<file path="src/rtl/mmio_bridge.sv">
// rtl/mmio_bridge.sv - CPU memory port bridge: RAM passthrough plus UART TX FIFO / RX latch registers
module mmio_bridge #(
    parameter int addr_width      = 9,
    parameter int fifo_depth_log2 = 4
) (
    input  logic                  clk,
    input  logic                  reset,
    input  logic [addr_width-1:0] cpu_raddr,
    input  logic [addr_width-1:0] cpu_waddr,
    input  logic                  cpu_write,
    input  logic [7:0]            cpu_wdata,
    output logic [7:0]            cpu_rdata,
    output logic [addr_width-1:0] ram_raddr,
    output logic [addr_width-1:0] ram_waddr,
    output logic                  ram_we,
    output logic [7:0]            ram_wdata,
    input  logic [7:0]            ram_rdata,
    output logic [7:0]            tx_data,
    output logic                  tx_valid,
    input  logic                  tx_ready,
    input  logic [7:0]            rx_data,
    input  logic                  rx_valid
);

    localparam int pw    = fifo_depth_log2;
    localparam int cw    = fifo_depth_log2 + 1;
    localparam int depth = 2 ** fifo_depth_log2;

    localparam logic [pw-1:0] ptr_one    = {{(pw-1){1'b0}}, 1'b1};
    localparam logic [cw-1:0] cnt_one    = {{(cw-1){1'b0}}, 1'b1};
    localparam logic [cw-1:0] full_count = {1'b1, {(cw-1){1'b0}}};

    localparam logic [1:0] off_tx     = 2'd0;
    localparam logic [1:0] off_rx     = 2'd1;
    localparam logic [1:0] off_status = 2'd2;
    localparam logic [1:0] off_count  = 2'd3;

    logic [7:0]    mem_q [depth];
    logic [pw-1:0] wptr_q, wptr_d;
    logic [pw-1:0] rptr_q, rptr_d;
    logic [cw-1:0] count_q, count_d;

    logic [7:0] rx_byte_q, rx_byte_d;
    logic       rx_avail_q, rx_avail_d;
    logic       rx_overrun_q, rx_overrun_d;
    logic       tx_overflow_q, tx_overflow_d;

    logic       rd_io_q;
    logic [7:0] io_byte_q, io_byte_d;

    logic io_w, io_r;
    logic wr_tx, wr_rx_ack, wr_count;
    logic tx_full, tx_empty;
    logic push_ok, push_drop, pop;
    logic rx_take, rx_drop;

    assign io_w = &cpu_waddr[addr_width-1:2];
    assign io_r = &cpu_raddr[addr_width-1:2];

    assign ram_raddr = cpu_raddr;
    assign ram_waddr = cpu_waddr;
    assign ram_wdata = cpu_wdata;
    assign ram_we    = cpu_write & ~io_w;

    assign wr_tx     = cpu_write & io_w & (cpu_waddr[1:0] == off_tx);
    assign wr_rx_ack = cpu_write & io_w & (cpu_waddr[1:0] == off_rx);
    assign wr_count  = cpu_write & io_w & (cpu_waddr[1:0] == off_count);

    // Full is judged before this cycle's pop, so a push into a full FIFO drops even if a pop frees a slot.
    assign tx_full   = (count_q == full_count);
    assign tx_empty  = (count_q == '0);
    assign tx_valid  = ~tx_empty;
    assign tx_data   = mem_q[rptr_q];
    assign pop       = tx_valid & tx_ready;
    assign push_ok   = wr_tx & ~tx_full;
    assign push_drop = wr_tx & tx_full;

    always_comb begin
        wptr_d  = wptr_q;
        rptr_d  = rptr_q;
        count_d = count_q;
        if (push_ok) wptr_d = wptr_q + ptr_one;
        if (pop)     rptr_d = rptr_q + ptr_one;
        case ({push_ok, pop})
            2'b10:   count_d = count_q + cnt_one;
            2'b01:   count_d = count_q - cnt_one;
            default: count_d = count_q;
        endcase
    end

    always_ff @(posedge clk) begin
        if (push_ok) mem_q[wptr_q] <= cpu_wdata;
    end

    // An ack in the same cycle as a new byte frees the latch for it, so that byte is not an overrun.
    assign rx_take = rx_valid & (~rx_avail_q | wr_rx_ack);
    assign rx_drop = rx_valid & rx_avail_q & ~wr_rx_ack;

    always_comb begin
        rx_byte_d  = rx_byte_q;
        rx_avail_d = rx_avail_q;
        if (rx_take) begin
            rx_byte_d  = rx_data;
            rx_avail_d = 1'b1;
        end else if (wr_rx_ack) begin
            rx_avail_d = 1'b0;
        end
        rx_overrun_d  = (rx_overrun_q & ~wr_count) | rx_drop;
        tx_overflow_d = (tx_overflow_q & ~wr_count) | push_drop;
    end

    always_comb begin
        io_byte_d = 8'h00;
        case (cpu_raddr[1:0])
            off_tx:     io_byte_d = 8'h00;
            off_rx:     io_byte_d = rx_byte_q;
            off_status: io_byte_d = {3'b000, tx_overflow_q, rx_overrun_q, rx_avail_q, tx_empty, tx_full};
            off_count:  io_byte_d = {{(8-cw){1'b0}}, count_q};
            default:    io_byte_d = 8'h00;
        endcase
    end

    always_ff @(posedge clk) begin
        if (reset) begin
            wptr_q        <= '0;
            rptr_q        <= '0;
            count_q       <= '0;
            rx_byte_q     <= 8'h00;
            rx_avail_q    <= 1'b0;
            rx_overrun_q  <= 1'b0;
            tx_overflow_q <= 1'b0;
            rd_io_q       <= 1'b0;
            io_byte_q     <= 8'h00;
        end else begin
            wptr_q        <= wptr_d;
            rptr_q        <= rptr_d;
            count_q       <= count_d;
            rx_byte_q     <= rx_byte_d;
            rx_avail_q    <= rx_avail_d;
            rx_overrun_q  <= rx_overrun_d;
            tx_overflow_q <= tx_overflow_d;
            rd_io_q       <= io_r;
            io_byte_q     <= io_byte_d;
        end
    end

    assign cpu_rdata = rd_io_q ? io_byte_q : ram_rdata;

endmodule
</file>
<file path="config.mk">
export PLATFORM = sky130hd
export DESIGN_NAME = mmio_bridge
export DESIGN_NICKNAME = d
export VERILOG_FILES = /design/src/rtl/mmio_bridge.sv
export SDC_FILE = /design/constraint.sdc
export NUM_CORES = 1
export LEC_CHECK = 0
export ABC_AREA = 1
export CORE_ASPECT_RATIO = 0.6
export CORE_UTILIZATION = 55
export CTS_CLUSTER_SIZE = 28
export DETAILED_ROUTE_END_ITERATION = 12
export MAX_ROUTING_LAYER = met4
export PLACE_DENSITY = 0.79
export SETUP_SLACK_MARGIN = 0.1
export SYNTH_ARGS = -nofsm -noshare
export SYNTH_HDL_FRONTEND = slang
export SYNTH_SLANG_ARGS = --single-unit
</file>
<file path="constraint.sdc">
create_clock -name clk -period 2.8 [get_ports clk]
set_input_delay 0.28 -clock clk [delete_from_list [all_inputs] [get_ports clk]]
set_output_delay 0.28 -clock clk [all_outputs]
set_load 0.05 [all_outputs]
</file>
# After elaboration in Yosys (flattened, before gate mapping)
# Memories as Yosys holds them, arrays and structs flattened. A register that Yosys moved wholly into a read port is not among the register bits.
# Index checks and enable logic that the tools add are counted.
[totals]
latch_bits = 0
romBits = 0
regBits = 33
input_bits = 47
out_inout_bits = 44
n_memories = 1
ram_bits = 128
[mem_list]
columns = ["name", "words", "word_bits", "rd", "rd_ports_with_merged_regs", "wr", "line_no", "rtl"]
rows = [
  ["mem_q", 16, 8, 1, 1, 1, "38", "logic [7:0] mem_q [depth];"],
]
[op_classes]
mux = 9
order_cmp = 0
bitwise = 22
div_mod_pow = 0
n_reduce_logical = 7
shift = 0
n_eq_ne = 8
addsub = 4
multipliers = 0
[op_table]
columns = ["op", "count"]
rows = [
  ["case mux 8 bit (4 select lines)", 1],
  ["AND reduction 7 bit", 2],
  ["bitwise AND 1 bit", 13],
  ["case mux 5 bit (2 select lines)", 1],
  ["adder 4 x 1 -> 4 bit (second input constant)", 2],
  ["equality test 2 bit (second input constant)", 4],
  ["two-way mux 4 bit", 2],
  ["two-way mux 8 bit", 1],
  ["equality test 2 x 1 -> 1 bit (second input constant)", 3],
  ["inverter 1 bit", 6],
  ["adder 5 x 1 -> 5 bit (second input constant)", 1],
  ["equality test 5 bit (second input constant)", 1],
  ["zero test 5 bit", 1],
  ["subtractor 5 x 1 -> 5 bit (second input constant)", 1],
  ["zero test 2 bit", 2],
  ["two-way mux 1 bit", 4],
  ["nonzero test 2 bit", 2],
  ["bitwise OR 1 bit", 3],
]

# Depth between registers and ports, before layout
# Gate-level depths: netlist of the first run.
[depth]
word_depth = 6
depth_mapped = 16

# Worst setup path before layout of the first run
# No wires, ideal clock.
[synth_path]
path_type = "register -> register"
start = "register count_q[2]"
end = "register count_q[4]"
path_slack_ns = 0.216
setup_ns = 0.132
arrival_time_ns = 2.452
required_time_ns = 2.668
period_less_slack_ns = 2.584
stages_incl_launch_ff = 16
path_cell_list = "dfxtp_1 > nor2_1 > nand4_1 > nand2_1 > inv_1 > ha_1 > xor2_1 > ha_1 > inv_1 > nand2_1 > nand3_1 > nand2_1 > nand2_1 > nand2_1 > nand2_1 > a21oi_1"
[synth_via]
elab_chain_len = 5
[synth_lines]
columns = ["element", "line_no", "rtl"]
rows = [
  ["from (decl)", "41", "logic [cw-1:0] count_q, count_d;"],
  ["from (signal assigned)", "137", "count_q <= count_d;"],
  ["zero test 5 bit (*)", "71", "assign tx_empty = (count_q == '0);"],
  ["inverter 1 bit (*)", "72", "assign tx_valid = ~tx_empty;"],
  ["net tx_valid", "19", "output logic tx_valid,"],
  ["bitwise AND 1 bit (*)", "74", "assign pop = tx_valid & tx_ready;"],
  ["net pop", "54", "logic push_ok, push_drop, pop;"],
  ["equality test 2 x 1 -> 1 bit / equality test 2 bit (equally long branches)", "84", "case ({push_ok, pop})"],
  ["case mux 5 bit (2 select lines) / nonzero test 2 bit (equally long branches)", "n/a", ""],
]
# Mark *: on every way through the listed nets, which the timed path passes. The rest lies on a longest branch.
# A chain may end at the register's enable or synchronous reset.

==> results of run 1 <==
[final timing paths]
path / from / endpoint / cells past startpoint
setup / recovery: register / tx_data[6] / 7
hold / removal: cpu_raddr[5] / rd_io_q / 3
setup reg to reg: count_q[0] / count_q[4] / 15
hold reg to reg: rx_byte_q[6] / io_byte_q[6] / 2
[cell type report]
type                    count  area [µm²]
well taps                 170         213
multi-input cells         381        2000
repair buffers            122        1150
clock buffers              19         433
clock inverters            13         228
flip-flops and latches    165        4590
fillers                   934        3960
inverters                 108         410
[metrics by stage]
stage	setup slack, ps	power [mW]	instance area (µm²)
after floorplan	216	4.56	7400
after global placement	218	5.16	8360
after detailed placement	117	5.19	8360
after CTS	336	7.79	9020
after global routing	152	8.14	9020
final	326	7.78	9020
[logic make-up after synthesis]
family                     count (synthesis)  synth area share (%)
AOI/OAI and AO/OA                        131                  10.1
xor gates and xnor gates                   6                 0.710
adders and majority gates                  9                  1.52
buffers and inverters                    166                  11.1
DFF                                      165                  61.9
muxes                                      8                  1.22
and+or+nand+nor                          227                  13.4
[layer usage]
metal  up-vias  routed length, µm  GRT usage, %
li1       2549                  -             -
met1      2500               7640          38.6
met2       266               7350          37.3
met3        33               1730          8.31
met4         0                293          7.43
met5         -                  0             -
[flip-flops by register name, summed over array words and instances, names as in the netlist, named ones only]
name and count:
count_q 5, io_byte_q 8, mem_q 128, rd_io_q 1, rptr_q 4, rx_avail_q 1
rx_byte_q 8, rx_overrun_q 1, tx_overflow_q 1, wptr_q 4
[synth_stat cells, drive strengths merged, types with 9 or more instances]
library cell | n | area (µm²)
o211ai | 34 | 255
nor2 | 44 | 180
dfxtp | 37 | 741
clkbuf | 10 | 57.6
nand2 | 107 | 427
ha | 9 | 113
a21oi | 53 | 265
nand3 | 70 | 350
buf | 48 | 352
o21ai | 40 | 200
inv | 107 | 402
edfxtp | 128 | 3840
[worst reg2reg max path: cells and delay by family, from the launching register on]
kind | cells | cell delay, ps
flip-flops | 1 | 410
AND/OR/NAND/NOR | 8 | 770
XOR/XNOR | 1 | 250
buffers and inverters | 3 | 290
adder cells (fa/ha/maj) | 2 | 460
AO/OA/AOI/OAI | 1 | 110
[report_power, final]
part           internal (mW)  total (mW)  switching, mW
Combinational          0.781        2.28           1.50
Sequential              2.72        2.90          0.180
Clock                   1.67        2.60          0.925
==> run summary, run 1 <==
Post-synth EDFFs - 128
DRT iter0 DRCs - 593
number of global-route vias before repair - 4995
antenna fix cells - 0
Slew @ Worst Pin - 699 ps
Synth Area per Inst - 10.4 µm²
Leak Pwr - 3.50 nW
WL/cell - 17.4 µm
max cap viols - 0
VDD IR-drop max - 0.486 mV
critical path type - register to output pin
GRT Resource Usage Total - 27.1%
htree depth - 4
post-CTS sizing - 0
Slew headroom - 53.4%
row cnt - 32
gr ovfl total - 0
FFs w/ async S/R, synth - 0%
Clk Latency, worst-skew pair - 420 ps
gpl congestion - 0.917
Die H - 91.9 µm
R2R Setup Slk - 450 ps
cts hold-fix bufs - 0
Power Density - 863 nW/µm²
proportion of layout cells with a drive suffix above 1 - 11.1%
sequence of cells on the critical path - buf_4 -> a21oi_1 -> o21ai_0 -> nand3_1 -> nand3_1 -> nand2_1 -> buf_4
period utilization - 88.4%
Initial Util - 57.1%
Post-route DRC - 0
drt total wl - 17000 µm
Synth Register Bits - 165
Via density - 5.47
largest net degree at the start of global routing - 53
CP Buf/Inv Count - 2
post-route insts no fill - 978
top_reg_cell synth - edfxtp_1
post-CTS setup buffers - 0
Worst path max stage delay - 650 ps
I/O Buffers - 90
Boundary Pins - 91
Placed Cells - 946
critical path required time - 2520 ps
Syn-to-layout area delta - 21.8%
worst hold margin - 444 ps
Synth Net Count - 768
Netlist cell types - 32
Hold Path Class - input port to register
Vias - 5348
Final Skew - 9.14 ps
Mapped Cells - 712
CTS buffer count - 17
status - complete, no violations
Nets - 851
CTS tree - built
Fin. Hold Viols - 0
commonest non-fill, non-tap cell in the layout - edfxtp_1
Arrival @ worst endpoint - 2190 ps
Post-Syn Area - 7400 µm²
Die ar. - 13900 µm²
critical path capture point type - output pin
Worst setup SP type - register
DP HPWL - 11700 µm
minimum clock period - 2470 ps
setup violators final - 0
most frequent cells in the layout - edfxtp_1 (128), inv_1 (107), nand2_1 (101)
TritonRoute pass-1 iters - 5
Final Util - 69.5%
critical-path maximum fanout - 48
RSZ-0062 raised after global routing - false
initial antenna violation count - 0
Slew Limit Fails - 0
root buffer cell - clkbuf_16
slowest CP cell - dfxtp_4
register area share after synthesis - 61.9%
Fmax achieved - 0.404 GHz
core area - 13000 µm²
Top Family by Delay on Critical Path - flip-flops
ANT nets after route - 0
Die X - 152 µm
YS warnings - 0
Max Buffers Root-to-Sink - 2
clock sinks - 165
clk slew on worst S/H paths - 60 ps
global-route wire length before repair - 26600 µm
TNS Setup - 0 ps
No activity file was read; power rests on OpenSTA's default activity.
==> run 2: changes to the inputs <==
--- a/config.mk
+++ b/config.mk
@@ -7,12 +7,12 @@
 export LEC_CHECK = 0
 export ABC_AREA = 1
 export CORE_ASPECT_RATIO = 0.6
-export CORE_UTILIZATION = 55
+export CORE_UTILIZATION = 35
 export CTS_CLUSTER_SIZE = 28
 export DETAILED_ROUTE_END_ITERATION = 12
 export MAX_ROUTING_LAYER = met4
-export PLACE_DENSITY = 0.79
 export SETUP_SLACK_MARGIN = 0.1
+export SLEW_MARGIN = 10
 export SYNTH_ARGS = -nofsm -noshare
 export SYNTH_HDL_FRONTEND = slang
 export SYNTH_SLANG_ARGS = --single-unit
==> run 2 against run 1 <==
Clock power decreased by 9.6%. Sequential power barely moved. Critical path type unchanged. Sequential share of layout area fell by 0.39 points. Register-to-register slack better by 130 ps. Global-route usage shrank 9.6 points. Die area increased by 56%. First-iteration DRC count is 28% lower. Power shrank 3.4%. Maximum frequency rose by 1.2%. Largest cell class unchanged. Critical path depth stayed put.
==> run summary, run 2 (same netlist as run 1, synthesis figures left out) <==
Slew headroom - 54.3% (was 53.4%)
Reg2Reg Depth - 14 (was 15)
proportion of layout cells with a drive suffix above 1 - 11.6% (was 11.1%)
Syn-to-layout area delta - 22.8% (was 21.8%)
Final Skew - 12.7 ps (was 9.14 ps)
Max Buffers Root-to-Sink - 2 (unchanged)
Largest register FFs - 128 (unchanged)
slowest CP cell - dfxtp_4 (unchanged)
Fmax achieved - 0.409 GHz (was 0.404 GHz)
VDD IR-drop max - 0.489 mV (was 0.486 mV)
global-route wire length before repair - 27400 µm (was 26600 µm)
Nets - 853 (was 851)
Fin. Hold Viols - 0 (unchanged)
core area - 20400 µm² (was 13000 µm²)
TNS Setup - 0 ps (unchanged)
Via density - 4.65 (was 5.47)
critical path capture point type - output pin (unchanged)
commonest non-fill, non-tap cell in the layout - edfxtp_1 (unchanged)
Arrival @ worst endpoint - 2160 ps (was 2190 ps)
most frequent cells in the layout - edfxtp_1 (128), inv_1 (107), nand2_1 (101) (unchanged)
Initial Util - 36.3% (was 57.1%)
Clk Latency, worst-skew pair - 420 ps (about the same)
post-route insts no fill - 1083 (was 978)
Boundary Pins - 91 (unchanged)
worst hold path depth - 3 (unchanged)
critical path type - register to output pin (unchanged)
CTS buffer count - 17 (unchanged)
post-CTS sizing - 0 (unchanged)
clk slew on worst S/H paths - 60 ps (about the same)
critical-path maximum fanout - 51 (was 48)
top flop regs - mem_q (128), io_byte_q (8), rx_byte_q (8) (unchanged)
max cap viols - 0 (unchanged)
critical path required time - 2520 ps (about the same)
Post-route DRC - 0 (unchanged)
Die H - 115 µm (was 91.9 µm)
Vias - 5033 (was 5348)
Die ar. - 21700 µm² (was 13900 µm²)
Worst path max stage delay - 700 ps (was 650 ps)
Placed Cells - 1051 (was 946)
antenna fix cells - 0 (unchanged)
number of global-route vias before repair - 4855 (was 4995)
Leak Pwr - 3.47 nW (was 3.50 nW)
gr ovfl total - 0 (unchanged)
largest net degree at the start of global routing - 65 (was 53)
row cnt - 40 (was 32)
minimum clock period - 2440 ps (was 2470 ps)
Hold Path Class - input port to register (unchanged)
initial antenna violation count - 0 (unchanged)
status - complete, no violations (unchanged)
Power Density - 828 nW/µm² (was 863 nW/µm²)
setup violators final - 0 (unchanged)
period utilization - 87.3% (was 88.4%)
I/O Buffers - 90 (unchanged)
WL/cell - 15.8 µm (was 17.4 µm)
cts hold-fix bufs - 0 (unchanged)
register with the most flip-flops - mem_q (unchanged)
DRT iter0 DRCs - 424 (was 593)
drt total wl - 17100 µm (was 17000 µm)
gpl congestion - 0.807 (was 0.917)
htree depth - 4 (unchanged)
Slew @ Worst Pin - 685 ps (was 699 ps)
post-CTS setup buffers - 0 (unchanged)
TritonRoute pass-1 iters - 6 (was 5)
Die X - 190 µm (was 152 µm)
CTS tree - built (unchanged)
sequence of cells on the critical path - buf_4 -> nand2_1 -> o211ai_1 -> nand3_1 -> nand3_1 -> nand2_1 -> buf_4 (was buf_4 -> a21oi_1 -> o21ai_0 -> nand3_1 -> nand3_1 -> nand2_1 -> buf_4)
root buffer cell - clkbuf_16 (unchanged)
RSZ-0062 raised after global routing - false (unchanged)
Worst setup SP type - register (unchanged)
DP HPWL - 12100 µm (was 11700 µm)
Slew Limit Fails - 0 (unchanged)
ANT nets after route - 0 (unchanged)
GRT Resource Usage Total - 17.5% (was 27.1%)
final total power - 7.52 mW (was 7.78 mW)
clock sinks - 165 (unchanged)
## run 2: cell count changes in the layout (fill, tap and decap cells not counted)
cell / previous run / this run
buf_4: 38 / 43
bufinv_16: 6 / 3
clkdlybuf4s50_1: 82 / 79
clkinvlp_4: 1 / 3
clkbuf_1: 2 / 3
clkinv_2: 2 / 1
clkinv_4: 3 / 4
## run 2: worst max-delay path: cells and delay by family, from the launching register on
| family | cells | cell delay (ps) |
|---|---|---|
| AO/OA/AOI/OAI | 1 | 110 |
| buffers and inverters | 2 | 540 |
| flip-flops | 1 | 700 |
| AND/OR/NAND/NOR | 4 | 390 |
## run 2: through the flow
stage / instance area, µm² / setup WS [ps] / hold slack [ps] / util [%]
5_1_grt: 9080 / 197 / 454 / 44.6
6_report: 9080 / 356 / 440 / 44.6
4_1_cts: 9080 / 305 / 428 / 44.6
3_5_place_dp: 8490 / 150 / 441 / 41.7
3_3_place_gp: 8490 / 206 / 437 / 41.7
2_1_floorplan: 7400 / 216 / 379 / -
## run 2: path summary, 6_finish.rpt
check,start,endpoint,slack [ps]
worst max-delay path,register,tx_data[4],360
worst min-delay path,cpu_raddr[3],rd_io_q,440
worst max register to register,count_q[2],count_q[4],580
worst min register to register,rx_byte_q[7],io_byte_q[7],440
## run 2: cell type report
class | count | area [µm²]
Tap cell | 273 | 342
Timing Repair Buffer | 124 | 1150
Clock buffer | 20 | 437
Clock inverter | 12 | 156
Fill cell | 1899 | 11300
Inverter | 108 | 410
Sequential cell | 165 | 4590
Multi-Input combinational cell | 381 | 2000
## run 2: routing by layer
layer  vias up  track usage, %  share of wire [%]  wire, µm
met5         -               -                  0         0
met4         0            4.84               0.81       138
met3         9            3.52                4.8       826
met2       103            22.5                 40      6780
met1      2353            27.0                 55      9360
li1       2568               -                  -         -
## run 2: power by group
group          total [mW]  internal [mW]  switching, mW
combinational        2.28          0.788           1.49
sequential           2.89           2.72          0.164
clock                2.35           1.40          0.950
==> run 3: changes to the inputs <==
--- a/config.mk
+++ b/config.mk
@@ -6,8 +6,9 @@
 export NUM_CORES = 1
 export LEC_CHECK = 0
 export ABC_AREA = 1
+export CAP_MARGIN = 30
 export CORE_ASPECT_RATIO = 0.6
-export CORE_UTILIZATION = 35
+export CORE_UTILIZATION = 30
 export CTS_CLUSTER_SIZE = 28
 export DETAILED_ROUTE_END_ITERATION = 12
 export MAX_ROUTING_LAYER = met4
==> run 3 against run 2 <==
Count of clock-buffer cells in the layout down 3. Register-to-register slack is essentially flat. Sequential share of layout area shrank 0.16 points. First-iteration DRC count fell by 4.7%. Non-clock buffer count did not move. Clock skew down 1.3 ps. Critical endpoint is now tx_data[0]. Largest cell class unchanged.
==> run summary, run 3 (same netlist as run 1, synthesis figures left out) <==
Fmax achieved - 0.417 GHz (was 0.409 GHz)
GRT Resource Usage Total - 14.6% (was 17.5%)
CTS buffer count - 17 (unchanged)
drt total wl - 17100 µm (about the same)
clock power share - 30.2% (was 31.3%)
clk slew on worst S/H paths - 60 ps (about the same)
busiest grt layer - met1 (unchanged)
switch share - 34.8% (was 34.6%)
number of global-route vias before repair - 4694 (was 4855)
minimum clock period - 2400 ps (was 2440 ps)
Die ar. - 25300 µm² (was 21700 µm²)
period utilization - 85.6% (was 87.3%)
top flop regs - mem_q (128), io_byte_q (8), rx_byte_q (8) (unchanged)
CP endpoint - tx_data[0] (was tx_data[4])
Initial Util - 30.6% (was 36.3%)
Top Family by Delay on Critical Path - flip-flops (unchanged)
R2R Setup Slk - 590 ps (was 580 ps)
Fin. Hold Viols - 0 (unchanged)
I/O Buffers - 90 (unchanged)
R2R Path End - count_q[4] (unchanged)
TritonRoute pass-1 iters - 6 (unchanged)
CTS tree - built (unchanged)
DP HPWL - 11700 µm (was 12100 µm)
Slew @ Worst Pin - 709 ps (was 685 ps)
Final Util - 37.7% (was 44.6%)
Worst path max stage delay - 640 ps (was 700 ps)
met1 GRT Util - 22.4% (was 27.0%)
Via density - 4.47 (was 4.65)
post-CTS sizing - 0 (unchanged)
antenna fix cells - 0 (unchanged)
setup violators final - 0 (unchanged)
root buffer cell - clkbuf_16 (unchanged)
VDD IR-drop max - 0.452 mV (was 0.489 mV)
register with the most flip-flops - mem_q (unchanged)
Reg power frac - 39.0% (was 38.4%)
ANT nets after route - 0 (unchanged)
gr ovfl total - 0 (unchanged)
gpl congestion - 0.858 (was 0.807)
CP Buf/Inv Count - 2 (unchanged)
Syn-to-layout area delta - 23.1% (was 22.8%)
largest net degree at the start of global routing - 65 (unchanged)
launching point of the worst reg2reg path - count_q[2] (unchanged)
post-CTS setup buffers - 0 (unchanged)
critical-path maximum fanout - 45 (was 51)
slowest CP cell - dfxtp_4 (unchanged)
Vias - 5044 (was 5033)
sequence of cells on the critical path - buf_4 -> a21oi_1 -> o21ai_0 -> nand3_1 -> nand3_1 -> nand2_1 -> buf_4 (was buf_4 -> nand2_1 -> o211ai_1 -> nand3_1 -> nand3_1 -> nand2_1 -> buf_4)
row cnt - 44 (was 40)
RSZ-0062 raised after global routing - false (unchanged)
status - complete, no violations (unchanged)
Power Density - 809 nW/µm² (was 828 nW/µm²)
Clk Latency, worst-skew pair - 420 ps (about the same)
core area - 24200 µm² (was 20400 µm²)
Reg2Reg Depth - 14 (unchanged)
Slew Limit Fails - 0 (unchanged)
Max Buffers Root-to-Sink - 2 (unchanged)
max cap viols - 0 (unchanged)
Nets - 853 (unchanged)
Die H - 124 µm (was 115 µm)
critical path required time - 2520 ps (about the same)
Boundary Pins - 91 (unchanged)
proportion of layout cells with a drive suffix above 1 - 11.4% (was 11.6%)
Arrival @ worst endpoint - 2120 ps (was 2160 ps)
fill count - 2313 (was 1899)
Largest register FFs - 128 (unchanged)
global-route wire length before repair - 26800 µm (was 27400 µm)
GR Util met3 - 3.17% (was 3.52%)
clock sinks - 165 (unchanged)
commonest non-fill, non-tap cell in the layout - edfxtp_1 (unchanged)
Psw - 2.57 mW (was 2.60 mW)
Die X - 205 µm (was 190 µm)
Comb power frac - 30.8% (was 30.3%)
Internal Power - 4.81 mW (was 4.92 mW)
TNS Setup - 0 ps (unchanged)
grt met2 use - 19.3% (was 22.5%)
Leak Pwr - 3.45 nW (was 3.47 nW)
WL/cell - 15.1 µm (was 15.8 µm)
htree depth - 4 (unchanged)
Final Skew - 11.3 ps (was 12.7 ps)
Post-route DRC - 0 (unchanged)
Slew headroom - 52.7% (was 54.3%)
critical path type - register to output pin (unchanged)
initial antenna violation count - 0 (unchanged)
Worst path depth - 7 (unchanged)
cts hold-fix bufs - 0 (unchanged)
Hold Path Class - register to register (was input port to register)
DRT iter0 DRCs - 404 (was 424)
Worst setup SP type - register (unchanged)
most frequent cells in the layout - edfxtp_1 (128), inv_1 (107), nand2_1 (101) (unchanged)
critical path capture point type - output pin (unchanged)
==> run 3: cell count changes in the layout (fill, tap and decap cells not counted) <==
cell / change
clkbuf_1: -3
clkinv_1: +1
inv_6: +1
buf_4: -1
bufinv_16: -1
clkdlybuf4s50_1: +1
clkinvlp_4: +1
clkinv_4: -1
clkinv_2: -1
==> run 3: worst min path at each step <==
stage	start	to	slack (ps)	cells past startpoint
after detailed placement	rx_byte_q[6]	io_byte_q[6]	430	2
after global placement	rx_byte_q[6]	io_byte_q[6]	440	2
after floorplan	cpu_wdata[0]	mem_q[0][0]	380	0
after global routing	rx_byte_q[5]	io_byte_q[5]	460	2
after CTS	cpu_raddr[3]	rd_io_q	440	3
final	rx_byte_q[7]	io_byte_q[7]	440	2
==> run 3: worst reg2reg max path: cells and delay by family (launching register included) <==
kind	cells	cell delay, ps
buffers and inverters	1	40
and+or+nand+nor	9	1000
AOI/OAI and AO/OA	1	100
DFF	1	350
xor gates and xnor gates	1	210
adders and majority gates	2	450
==> run 3: layout make-up <==
type / instances / area [µm²] / share of cell area (%)
flip-flops and latches: 165 / 4590 / 50.4
multi-input cells: 381 / 2000 / 21.9
repair buffers: 124 / 1160 / 12.7
clock buffers: 17 / 425 / 4.67
inverters: 108 / 410 / 4.50
well taps: 322 / 403 / 4.42
clock inverters: 12 / 133 / 1.46
==> run 3: metrics by stage <==
stage	setup slack [ps]	instance area (µm²)	std cells	total power, mW	hold slack (ps)
6_report	403	9110	1129	7.38	443
5_1_grt	220	9110	1129	7.77	457
4_1_cts	395	9110	1129	7.43	439
3_5_place_dp	179	8560	1100	5.19	434
3_3_place_gp	173	8560	1100	5.18	437
2_1_floorplan	216	7400	712	4.56	379
==> run 3: layer usage <==
metal	vias to the layer above	share of wire (%)
met2	98	41
met3	7	4.6
li1	2559	-
met4	0	0.62
met5	-	0
met1	2380	54
==> run 3: power groups by stage <==
stage | logic, mW | registers [mW] | clock network (mW)
3_5_place_dp | 2.27 | 2.92 | 0
4_1_cts | 2.28 | 2.87 | 2.28
3_3_place_gp | 2.26 | 2.92 | 0
2_1_floorplan | 1.74 | 2.82 | 0
6_report | 2.27 | 2.87 | 2.23
5_1_grt | 2.50 | 2.89 | 2.38
